[config.mk]
export PLATFORM = sky130hd
export DESIGN_NAME = alu_dispatch_flat
export DESIGN_NICKNAME = d
export VERILOG_FILES = /design/src/rtl/alu_dispatch_if.sv /design/src/rtl/alu_dispatch.sv /design/src/flat_wrapper.sv
export SDC_FILE = /design/constraint.sdc
export NUM_CORES = 1
export LEC_CHECK = 0
export BUFFER_PORTS_ARGS = -buffer_cell sky130_fd_sc_hd__buf_2
export CORE_ASPECT_RATIO = 1.1
export CORE_MARGIN = 5
export CORE_UTILIZATION = 25
export CTS_CLUSTER_SIZE = 25
export DETAILED_ROUTE_END_ITERATION = 12
export PLACE_DENSITY_LB_ADDON = 0.2
export REMOVE_ABC_BUFFERS = 1
export SLEW_MARGIN = 40
export SYNTH_ARGS = -nofsm -noshare
export SYNTH_HDL_FRONTEND = slang
export SYNTH_SLANG_ARGS = --single-unit
[constraint.sdc]
create_clock -name clk -period 1.6 [get_ports clk]
set_input_delay 0.24 -clock clk [delete_from_list [all_inputs] [get_ports clk]]
set_output_delay 0.24 -clock clk [all_outputs]
set_load 0.05 [all_outputs]
[src/rtl/alu_dispatch_if.sv]
// Instruction / ALU / writeback bundle between the dispatch stage and its
// surroundings. The slave side is the dispatcher; the master side is the
// instruction source plus the combinational ALU units feeding alu_result.
interface alu_dispatch_if #(
  parameter int DW = 8
);
  // Instruction handshake
  logic          in_valid;
  logic          in_ready;
  logic [2:0]    in_op;
  logic [1:0]    in_rd;
  logic [1:0]    in_rs1;
  logic [1:0]    in_rs2;
  logic [DW-1:0] in_imm;

  // Operand drive to the ALU units and their selected result
  logic [DW-1:0] alu_a;
  logic [DW-1:0] alu_b;
  logic [2:0]    alu_op;
  logic [DW-1:0] alu_result;

  // Writeback report
  logic          wb_valid;
  logic [1:0]    wb_rd;
  logic [DW-1:0] wb_data;

  modport master (
    output in_valid, in_op, in_rd, in_rs1, in_rs2, in_imm, alu_result,
    input  in_ready, alu_a, alu_b, alu_op, wb_valid, wb_rd, wb_data
  );

  modport slave (
    input  in_valid, in_op, in_rd, in_rs1, in_rs2, in_imm, alu_result,
    output in_ready, alu_a, alu_b, alu_op, wb_valid, wb_rd, wb_data
  );
endinterface

[src/rtl/alu_dispatch.sv]
// Sequential front end of the 8-bit execution datapath: accepts one
// instruction, reads two operands from a 4x8 register file, presents them to
// the external ALU units for one cycle, captures the result and writes it
// back. Load-immediate skips the ALU cycle. r0 reads as zero and ignores
// writes.
module alu_dispatch #(
  parameter int         NREGS  = 4,
  parameter int         DW     = 8,
  parameter logic [2:0] OP_LDI = 3'b111
) (
  input  logic              clk,
  input  logic              rst_n,
  alu_dispatch_if.slave     bus,
  output logic              busy,
  input  logic [1:0]        dbg_addr,
  output logic [DW-1:0]     dbg_data
);

  localparam logic [1:0] S_IDLE = 2'd0;
  localparam logic [1:0] S_EXEC = 2'd1;
  localparam logic [1:0] S_WB   = 2'd2;

  logic [1:0]    state_q, state_d;
  logic [DW-1:0] alu_a_q, alu_a_d;
  logic [DW-1:0] alu_b_q, alu_b_d;
  logic [2:0]    alu_op_q, alu_op_d;
  logic [1:0]    rd_q, rd_d;
  logic [DW-1:0] res_q, res_d;

  // Register file contents as seen by operand and debug reads
  logic [DW-1:0] rf_w [NREGS];

  logic accept;
  logic wb_write;

  assign bus.in_ready = (state_q == S_IDLE) && rst_n;
  assign accept       = bus.in_valid && bus.in_ready;
  assign busy         = (state_q != S_IDLE);
  // Writeback happens on the edge that leaves WB, so the next accepted
  // instruction (at the earliest one edge later) always sees the new value.
  assign wb_write     = (state_q == S_WB);

  assign bus.alu_a    = alu_a_q;
  assign bus.alu_b    = alu_b_q;
  assign bus.alu_op   = alu_op_q;
  assign bus.wb_valid = (state_q == S_WB);
  assign bus.wb_rd    = rd_q;
  assign bus.wb_data  = res_q;

  assign dbg_data     = rf_w[dbg_addr];

  // Register file: r0 is a constant zero, r1..r3 are written from WB
  generate
    for (genvar gi = 0; gi < NREGS; gi++) begin : g_rf
      if (gi == 0) begin : g_zero
        assign rf_w[gi] = '0;
      end else begin : g_reg
        logic [DW-1:0] r_q;
        // Capture the result when this register is the writeback target
        always_ff @(posedge clk) begin
          if (!rst_n) begin
            r_q <= '0;
          end else if (wb_write && (rd_q == 2'(gi))) begin
            r_q <= res_q;
          end
        end
        assign rf_w[gi] = r_q;
      end
    end
  endgenerate

  // Next-state logic: latch on accept, capture ALU result in EXEC, retire in WB
  always_comb begin
    state_d  = state_q;
    alu_a_d  = alu_a_q;
    alu_b_d  = alu_b_q;
    alu_op_d = alu_op_q;
    rd_d     = rd_q;
    res_d    = res_q;
    case (state_q)
      S_IDLE: begin
        if (accept) begin
          alu_a_d  = rf_w[bus.in_rs1];
          alu_b_d  = rf_w[bus.in_rs2];
          alu_op_d = bus.in_op;
          rd_d     = bus.in_rd;
          if (bus.in_op == OP_LDI) begin
            res_d   = bus.in_imm;
            state_d = S_WB;
          end else begin
            state_d = S_EXEC;
          end
        end
      end
      S_EXEC: begin
        res_d   = bus.alu_result;
        state_d = S_WB;
      end
      S_WB: begin
        state_d = S_IDLE;
      end
      default: begin
        state_d = S_IDLE;
      end
    endcase
  end

  // State and datapath registers; reset aborts any instruction in flight
  always_ff @(posedge clk) begin
    if (!rst_n) begin
      state_q  <= S_IDLE;
      alu_a_q  <= '0;
      alu_b_q  <= '0;
      alu_op_q <= '0;
      rd_q     <= '0;
      res_q    <= '0;
    end else begin
      state_q  <= state_d;
      alu_a_q  <= alu_a_d;
      alu_b_q  <= alu_b_d;
      alu_op_q <= alu_op_d;
      rd_q     <= rd_d;
      res_q    <= res_d;
    end
  end

endmodule

[src/flat_wrapper.sv]
// flat-port wrapper written by rule: the top's interface ports become plain ports
module alu_dispatch_flat 
#(
  parameter int         NREGS  = 4,
  parameter int         DW     = 8,
  parameter logic [2:0] OP_LDI = 3'b111
)
  (clk, rst_n, busy, dbg_addr, dbg_data, bus_in_valid, bus_in_op, bus_in_rd, bus_in_rs1, bus_in_rs2, bus_in_imm, bus_alu_result, bus_in_ready, bus_alu_a, bus_alu_b, bus_alu_op, bus_wb_valid, bus_wb_rd, bus_wb_data);
  alu_dispatch_if #(.DW(DW)) bus_i ();
  input  logic clk;
  input  logic rst_n;
  output logic busy;
  input  logic [1:0] dbg_addr;
  output logic [DW-1:0] dbg_data;
  input wire logic [$bits(bus_i.in_valid)-1:0] bus_in_valid;
  input wire logic [$bits(bus_i.in_op)-1:0] bus_in_op;
  input wire logic [$bits(bus_i.in_rd)-1:0] bus_in_rd;
  input wire logic [$bits(bus_i.in_rs1)-1:0] bus_in_rs1;
  input wire logic [$bits(bus_i.in_rs2)-1:0] bus_in_rs2;
  input wire logic [$bits(bus_i.in_imm)-1:0] bus_in_imm;
  input wire logic [$bits(bus_i.alu_result)-1:0] bus_alu_result;
  output wire logic [$bits(bus_i.in_ready)-1:0] bus_in_ready;
  output wire logic [$bits(bus_i.alu_a)-1:0] bus_alu_a;
  output wire logic [$bits(bus_i.alu_b)-1:0] bus_alu_b;
  output wire logic [$bits(bus_i.alu_op)-1:0] bus_alu_op;
  output wire logic [$bits(bus_i.wb_valid)-1:0] bus_wb_valid;
  output wire logic [$bits(bus_i.wb_rd)-1:0] bus_wb_rd;
  output wire logic [$bits(bus_i.wb_data)-1:0] bus_wb_data;
  assign bus_i.in_valid = bus_in_valid;
  assign bus_i.in_op = bus_in_op;
  assign bus_i.in_rd = bus_in_rd;
  assign bus_i.in_rs1 = bus_in_rs1;
  assign bus_i.in_rs2 = bus_in_rs2;
  assign bus_i.in_imm = bus_in_imm;
  assign bus_i.alu_result = bus_alu_result;
  assign bus_in_ready = bus_i.in_ready;
  assign bus_alu_a = bus_i.alu_a;
  assign bus_alu_b = bus_i.alu_b;
  assign bus_alu_op = bus_i.alu_op;
  assign bus_wb_valid = bus_i.wb_valid;
  assign bus_wb_rd = bus_i.wb_rd;
  assign bus_wb_data = bus_i.wb_data;
  alu_dispatch #(.NREGS(NREGS), .DW(DW), .OP_LDI(OP_LDI)) u_core (.clk(clk), .rst_n(rst_n), .bus(bus_i), .busy(busy), .dbg_addr(dbg_addr), .dbg_data(dbg_data));
endmodule
Word-level counts from Yosys, hierarchy flattened
Index checks and enable logic that the tools add are counted.

Bitwise operators: 3. Mux-type cells: 15. Eq/ne operators: 8. Order comparisons: 3. Reductions and logical operators: 10.

Operators by type and width (count): $mux W8 (8); $bmux W8 S2 (3); $pmux W8 S2 (1); $ge A3 B3 Y1 const B (3); $not A2 Y3 (3); $eq A2 B2 Y1 const B (3); $logic_and A1 B1 Y1 (5); $eq A2 B1 Y1 const B (2); $mux W2 (2); $pmux W2 S2 (1); $reduce_bool A2 Y1 (2); $eq A3 B3 Y1 const B (1); $reduce_and A3 Y1 (1); $logic_not A2 Y1 (1); $ne A2 B1 Y1 const B (1); $ne A2 B2 Y1 const B (1); $reduce_and A2 Y1 (1).

Register bits: 55. Output and inout port bits: 40. Logic and storage cells: 48. Input bits: 30.

Longest topological paths before layout
Gate-level depths: netlist (run 1).

Depth in word-level cells: 5. Depth in mapped cells: 6. Mapped depth without buffers: 3.

Least setup slack after synthesis (run 1)
No wires, ideal clock.

Kind: reg2reg. Start point: register u_core.state_q[1]. End point: register u_core.alu_a_q[5], in the netlist u_core.bus.alu_a[5]. Clock period less this slack: 1.806 ns. Arrival time: 1.731 ns. Library setup time: 0.074 ns. Path buffers: 2. Stages on the path, launching flop included: 6. Required time: 1.526 ns. Slack: -0.206 ns. Cells stage by stage: dfxtp_1 -> buf_6 -> nor3b_2 -> nand2_1 -> clkbuf_1 -> o21ai_0.

Longest elaborated chain between the ends: 4.

Ends and longest elaborated chain: start: declaration (line alu_dispatch.sv:23) `logic [1:0] state_q, state_d;`; start signal: assignment (line alu_dispatch.sv:118) `state_q <= state_d;`; $logic_not A2 Y1 (line alu_dispatch.sv:36) `assign bus.in_ready = (state_q == S_IDLE) && rst_n;`; $logic_and A1 B1 Y1 (line alu_dispatch.sv:36); net bus_in_ready (line flat_wrapper.sv:22) `output wire logic [$bits(bus_i.in_ready)-1:0] bus_in_ready;`; $logic_and A1 B1 Y1 (line alu_dispatch.sv:37) `assign accept = bus.in_valid && bus.in_ready;`; $reduce_and A2 Y1 (no source line); end signal: assignment (line alu_dispatch.sv:119) `alu_a_q <= alu_a_d;`; end: declaration (line alu_dispatch.sv:24) `logic [DW-1:0] alu_a_q, alu_a_d;`.

The timed path passes the listed nets, and every way through them passes these cells. A chain may end at the register's enable or synchronous reset.

Worst setup path in the final report (run 1)
Start point: register u_core.g_rf[3].g_reg.r_q[5]. End point: output dbg_data[5].

Longest elaborated chain between the ends: 3.

Ends and longest elaborated chain: start: declaration (line alu_dispatch.sv:58) `logic [DW-1:0] r_q;`; start signal: assignment (line alu_dispatch.sv:64) `r_q <= res_q;`; $bmux W8 S2 (line alu_dispatch.sv:50) `assign dbg_data = rf_w[dbg_addr];`; $mux W8 (not written as such) (2 in series) (line alu_dispatch.sv:50); end: declaration (line flat_wrapper.sv:14) `output logic [DW-1:0] dbg_data;`.

No other way between the ends. The select of a mux whose other input is x is not followed.

==> results of run 1 <==
final timing paths:
kind,endpoint,slack [ns],depth (start not counted)
worst min register to register,u_core.bus.alu_op[2]$_SDFFE_PN0P_,0.45,2
worst min-delay path,u_core.bus.wb_rd[0]$_SDFFE_PN0P_,0.15,3
worst max register to register,u_core.bus.wb_data[1]$_SDFFE_PN0P_,0.19,4
worst max-delay path,dbg_data[5],0.03,3
synth_stat cells:
master | n | share of area (%)
a22oi_1 | 16 | 4.5
nand4b_1 | 1 | 0.33
a21o_1 | 1 | 0.28
mux2_2 | 24 | 10
mux2i_1 | 24 | 9.0
nor3b_2 | 1 | 0.47
buf_6 | 3 | 1.3
o21ai_1 | 5 | 0.94
and2_1 | 1 | 0.23
buf_4 | 3 | 0.84
nand2_1 | 27 | 3.8
nor2_1 | 16 | 2.2
or2_2 | 1 | 0.23
inv_1 | 1 | 0.14
clkbuf_1 | 10 | 1.4
a211oi_2 | 8 | 3.7
buf_2 | 9 | 1.7
and4b_1 | 2 | 0.75
o21ai_0 | 16 | 3.0
nor2b_1 | 5 | 1.2
a211oi_1 | 8 | 2.2
dfxtp_1 | 55 | 41
buf_1 | 3 | 0.42
a21oi_1 | 8 | 1.5
a31oi_1 | 1 | 0.23
nand3b_1 | 16 | 4.5
a22o_1 | 8 | 2.6
nor4bb_1 | 3 | 1.1
state kept, by name (all words and copies together) (netlist names):
name,count
u_core.g_rf.g_reg.r_q,24
u_core.bus.alu_a,8
u_core.bus.alu_b,8
u_core.bus.wb_data,8
u_core.bus.alu_op,3
u_core.bus.wb_rd,2
u_core.state_q,2
repair_timing:
item,in CTS,in global routing
hold buffers,0,0
endpoints found under the setup margin,0,5
resized for setup,0,3
through the flow:
stage,setup TNS [ns],util [%],cell area (um^2),instances
2_1_floorplan,-53.48,-,2520,248
3_3_place_gp,0,30.9,3230,476
3_5_place_dp,0,30.9,3230,476
4_1_cts,0,32.4,3390,484
5_1_grt,0,32.5,3390,484
6_report,0,32.5,3390,484
logic make-up after synthesis:
| kind of cell | count (synthesis) | share of synthesized area [%] |
|---|---|---|
| simple gates | 73 | 14.8 |
| flops | 55 | 41.2 |
| compound gates | 71 | 19.1 |
| buf+inv | 29 | 5.76 |
| mux | 48 | 19.1 |
critical path, cell delays in order, from the launching register on:
cell and delay [ns]:
dfxtp_1 0.35, mux2_2 0.27, a22o_1 0.20, buf_2 0.22
power groups by stage:
stage                     Clock [uW]  Combinational, uW  Sequential [uW]
after floorplan                    0                167             1550
after global placement             0                446             1470
after detailed placement           0                452             1480
after CTS                       1190                454             1440
after global routing            1230                477             1450
final                           1160                446             1440
cell type report:
class | instances | area share, %
clock buffer | 8 | 4.61
inverter | 1 | 0.111
tap | 143 | 5.28
multi-input combinational | 192 | 42.6
sequential | 55 | 32.5
timing repair buffer | 85 | 14.9
layer usage:
| layer | up-vias | wire length, um | GRT usage, % |
|---|---|---|---|
| li1 | 1129 | - | - |
| met1 | 1050 | 3480 | 15.6 |
| met2 | 59 | 3650 | 19.7 |
| met3 | 9 | 359 | 2.62 |
| met4 | 0 | 127 | 4.26 |
| met5 | - | 0 | 0 |
==> impl_results.md, run 1 <==
* Setup crit start kind: register
* Drt first-iter violations at 86
* Avg Vias per Cell at 4.64
* Num CTS Buffers at 5
* Dpl ws at 0.0932 ns
* Area grow syn2layout at 26.9%
* Initial antenna violation count at 0
* Wire per inst at 15.7 um
* Crit path launch: u_core.g_rf[3].g_reg.r_q[5]$_SDFFE_PN0P_
* Pin count of the biggest net entering global routing at 27
* Max clock buf depth at 2
* Worst Setup End Kind: output pin
* Die Ht at 118 um
* Clk_lat worst skew at 0.29 ns
* # diodes at 0
* CP arrival at 1.33 ns
* Multi-input logic area at 1440 um^2
* # rows at 39
* Max Cap Violations at 0
* Total Routing Usage GR at 12.1%
* Initial Util at 25.6%
* Syn Inst Count at 276
* Clock Skew at 0.00666 ns
* Commonest cells after routing, fill and taps aside: buf_2 (68), dfxtp_1 (54), nand2_1 (27), mux2_2 (24), mux2i_1 (24)
* Hpwl dp at 5790 um
* Synthesized area at 2670 um^2
* Congestion Overflow GR at 0
* PD cells at 898 nW/um^2
* Critical path peak fanout at 4
* Cell Int Power at 2230 uW
* Hold Crit Start: bus_in_rd[0]
* Core area at 10400 um^2
* Clock sink total at 55
* Logic pwr share at 14.7%
* Fin Hold WS at 0.152 ns
* Worst-Margin Slew at 0.491 ns
* CTS H-Tree Depth at 2
* FF/Latch Area at 1100 um^2
* Routed vias at 2247
* First-pass GRT wire length at 12300 um
* Die width at 109 um
* RSZ-0062 raised after global routing: false
* Commonest non-fill, non-tap cell in the layout: buf_2
* Syn avg cell area at 9.68 um^2
* TritonCTS clock tree: done
* Yosys Warn Count at 0
* Final Hold Violating Endpoints at 0
* Sw frac at 26.8%
* Final Max Tran Viols at 0
* Die ar. at 12900 um^2
* Final setup margin at 0.0349 ns
* Synth unique cells at 28
* Port Buf Inserts at 69
* P_leak at 0.00134 uW
* Max_slew headroom at 67.2%
* Vias in the first global route at 2286
* Post-CTS setup buffers at 0
* Fin crit share at 97.8%
* Clock slew at reported path FFs at 0.07 ns
* Num ports at 70
* Nets at 370
* Sequential Power Share at 47.4%
* Total power at 3040 uW
* Maximum vdd ir drop at 0.383 mV
* WP data required at 1.36 ns
* RD Place Congestion at 0.736
* Fmax achieved at 639 MHz
* Hold Path Class: input port to register
* Clock root buffer: clkbuf_16
* Layout cells sized above 1 at 38.1%
* Setup violations, final at 0
* CP Class: register to output pin
* Synth Register Bits at 55
* DR DRC count at 0
* Post-layout min period at 1.57 ns
* First-pass iteration count of the detailed router at 4
* Post-route ant nets at 0
* Startpoint of the worst-slack reg-to-reg timing path: u_core.state_q[1]$_SDFFE_PN0P_
* P_sw at 816 uW
* Total Wirelength at 7620 um
* Status: finished clean
* Layout fillers at 1121
* Seq/Total Area, Yosys at 41.2%
* Clock network power share at 38.0%
Power figures use the tool's default switching activity.
==> inputs of run 2 (changes only) <==
--- a/config.mk
+++ b/config.mk
@@ -5,6 +5,7 @@
 export SDC_FILE = /design/constraint.sdc
 export NUM_CORES = 1
 export LEC_CHECK = 0
+export ABC_AREA = 1
 export BUFFER_PORTS_ARGS = -buffer_cell sky130_fd_sc_hd__buf_2
 export CORE_ASPECT_RATIO = 1.1
 export CORE_MARGIN = 5
@@ -13,7 +14,7 @@
 export DETAILED_ROUTE_END_ITERATION = 12
 export PLACE_DENSITY_LB_ADDON = 0.2
 export REMOVE_ABC_BUFFERS = 1
-export SLEW_MARGIN = 40
+export SLEW_MARGIN = 20
 export SYNTH_ARGS = -nofsm -noshare
 export SYNTH_HDL_FRONTEND = slang
 export SYNTH_SLANG_ARGS = --single-unit
==> impl_results.md, run 2 <==
* Commonest cells after routing, fill and taps aside: nand2_1 (75), buf_2 (59), nor2_1 (56), dfxtp_1 (54), nand3_1 (46)
* Dpl ws at 0.0484 ns (-0.0448 ns)
* Core area at 10400 um^2 (-0.47%)
* Setup crit start kind: register
* Post-layout min period at 1.55 ns (-0.0105 ns)
* RD Place Congestion at 0.702 (-4.7%)
* Clock root buffer: clkbuf_16
* Max clock buf depth at 2 (unchanged)
* Fin crit share at 97.2% (-0.65 points)
* Initial Util at 25.6% (about the same)
* Maximum vdd ir drop at 0.977 mV (+150%)
* Logic pwr share at 35.0% (+20 points)
* Post-placement cell area at 3050 um^2 (-5.5%)
* Final setup margin at 0.0454 ns (+0.0105 ns)
* Synth unique cells at 22 (-21%)
* Slowest library cell on the worst path: dfxtp_1
* Post-Route Setup TNS at 0 ns (unchanged)
* Vias in the first global route at 2461 (+7.7%)
* Synthesized area at 2660 um^2 (-0.42%)
* Worst path max stage delay at 0.39 ns (+0.04 ns)
* Max_slew headroom at 74.7% (+7.5 points)
* Wire per inst at 12.1 um (-23%)
* Area grow syn2layout at 24.0%
* Sw frac at 40.3% (+14 points)
* Largest cells by area after synthesis: dfxtp_1 (41%), nand2_1 (11%), nand3_1 (8.7%)
* Worst Setup End Kind: output pin
* Die width at 108 um (-0.19%)
* Setup violations, final at 0 (unchanged)
* Total Routing Usage GR at 11.4% (-0.67 points)
* Sequential Power Share at 37.0% (-10 points)
* Post-synth EDFFs at 0 (unchanged)
* Num CTS Buffers at 5 (unchanged)
* Avg Vias per Cell at 4.39 (-5.4%)
* Num ports at 70 (unchanged)
* Die Ht at 118 um (-0.19%)
* Yosys Warn Count at 0 (unchanged)
* Cell Int Power at 2710 uW (+22%)
* Drt first-iter violations at 97 (+13%)
* Area share of the largest cell type after synthesis at 41.4% (+0.17 points)
* # diodes at 0 (unchanged)
* Clk_lat worst skew at 0.29 ns (about the same)
* Seq/Total Area, Yosys at 41.4% (+0.17 points)
* DP Cell Count at 573 (+20%)
* Nets at 467 (+26%)
* Worst-Margin Slew at 0.380 ns (-0.111 ns)
* DR DRC count at 0 (unchanged)
* Asr flop ratio synth at 0% (unchanged)
* Routed vias at 2551 (+14%)
* Post-synth top cells: nand2_1 (75), nor2_1 (56), dfxtp_1 (55)
* Worst path cell trace: nor2_1, a311oi_1, clkbuf_4
* CP arrival at 1.31 ns (-0.02 ns)
* First-pass iteration count of the detailed router at 4 (unchanged)
* Max Cap Violations at 0 (unchanged)
* Commonest non-fill, non-tap cell in the layout: nand2_1
* Hold buffer count at cts at 0 (unchanged)
* TritonCTS clock tree: done
* Top FF cell, synth: dfxtp_1
* P_sw at 1830 uW (+120%)
* Total Wirelength at 7050 um (-7.4%)
* P_leak at 0.00155 uW (+16%)
* Fmax achieved at 643 MHz (+0.67%)
* Clock Skew at 0.00436 ns (-0.00229 ns)
* First-pass GRT wire length at 11900 um (-3.1%)
* # rows at 39 (unchanged)
* Clock network power share at 28.0% (-10 points)
* Pin count of the biggest net entering global routing at 43 (+59%)
* Syn avg cell area at 6.93 um^2 (-28%)
* Congestion Overflow GR at 0 (unchanged)
* Clock slew at reported path FFs at 0.07 ns (about the same)
* Layout cells sized above 1 at 24.2% (-14 points)
* Hpwl dp at 5310 um (-8.3%)
* PD cells at 1380 nW/um^2 (+53%)
* Hold Path Class: input port to register
* Status: finished clean
* Largest Register: u_core.g_rf.g_reg.r_q
* WP data required at 1.36 ns (about the same)
* CTS H-Tree Depth at 2 (unchanged)
* Dominant cell type by area after synthesis: dfxtp_1
* Initial antenna violation count at 0 (unchanged)
* CP Class: register to output pin
* Port Buf Inserts at 69 (unchanged)
* Most frequent cell after synthesis: nand2_1
* Synth Register Bits at 55 (unchanged)
* Final Hold Violating Endpoints at 0 (unchanged)
* Syn Inst Count at 384 (+39%)
* Die ar. at 12800 um^2 (-0.39%)
* Post-route ant nets at 0 (unchanged)
* Critical path peak fanout at 4 (unchanged)
* Clock sink total at 55 (unchanged)
* Non-Filler Instances at 581 (+20%)
* Max reg flops at 24 (unchanged)
* Final Max Tran Viols at 0 (unchanged)
* Post-route cell area at 3300 um^2 (-2.7%)
## run 2: cell count changes after synthesis, moves of 16 or more
cell,change
mux2i_1,-24
a21oi_1,+33
nor2_1,+40
inv_1,+17
nand3b_1,-16
mux2_2,-24
o21ai_0,+20
a22oi_1,-16
nand2_1,+48
nand3_1,+46
## run 2: logic make-up after synthesis
| logic type | Yosys count | synth area share (%) |
|---|---|---|
| buf+inv | 51 | 9.55 |
| compound gates | 90 | 18.2 |
| simple gates | 188 | 30.9 |
| flops | 55 | 41.4 |
## run 2: final timing paths
kind	startpoint	endpoint	slack [ns]	cells past startpoint
max	u_core.g_rf[2].g_reg.r_q[5]$_SDFFE_PN0P_	dbg_data[5]	0.05	3
max reg2reg	u_core.state_q[0]$_SDFFE_PN0P_	u_core.bus.alu_a[0]$_SDFFE_PN0P_	0.22	7
min reg2reg	u_core.bus.alu_b[5]$_SDFFE_PN0P_	u_core.bus.alu_b[5]$_SDFFE_PN0P_	0.47	2
min	bus_in_rd[1]	u_core.bus.wb_rd[1]$_SDFFE_PN0P_	0.13	3
## run 2: final cells by class
class                   count  area (um^2)
repair buffers             73          408
flip-flops and latches     55         1100
clock inverters             2         35.0
clock buffers               6          139
multi-input cells         278         1340
inverters                  24         92.6
fillers                  1188         7100
well taps                 143          179
## run 2: critical path, delay by kind of cell, from the launching register on
kind	cells	cell delay, ns
AO/OA/AOI/OAI	1	0.28
buffers and inverters	1	0.29
flip-flops	1	0.39
AND/OR/NAND/NOR	1	0.07
## run 2: power groups by stage
stage / sequential [uW] / clock [uW] / combinational, uW
2_1_floorplan: 2120 / 0 / 717
3_3_place_gp: 1710 / 0 / 1580
3_5_place_dp: 1720 / 0 / 1580
4_1_cts: 1690 / 1310 / 1600
5_1_grt: 1710 / 1360 / 1760
6_report: 1680 / 1270 / 1590
## run 2: stage by stage
stage | utilization [%] | hold slack, ns | power (uW)
global route | 31.7 | 0.128 | 4840
CTS | 31.3 | 0.126 | 4600
global placement | 29.4 | 0.430 | 3290
floorplan | - | 0.343 | 2840
finish | 31.7 | 0.131 | 4540
detailed placement | 29.4 | 0.436 | 3300
## run 2: what timing repair did
action / in CTS / in global routing
cloned: 0 / 0
pin swaps: 0 / 1
setup endpoints to repair: 6 / 8
resized for setup: 7 / 13
buffers inserted: 0 / 0
## run 2: routing by layer
| layer | share of wire (%) | global-route usage, % |
|---|---|---|
| met1 | 46 | 14.1 |
| met2 | 48 | 19.3 |
| met3 | 4.8 | 2.62 |
| met4 | 1.6 | 4.10 |
| met5 | 0 | 0 |
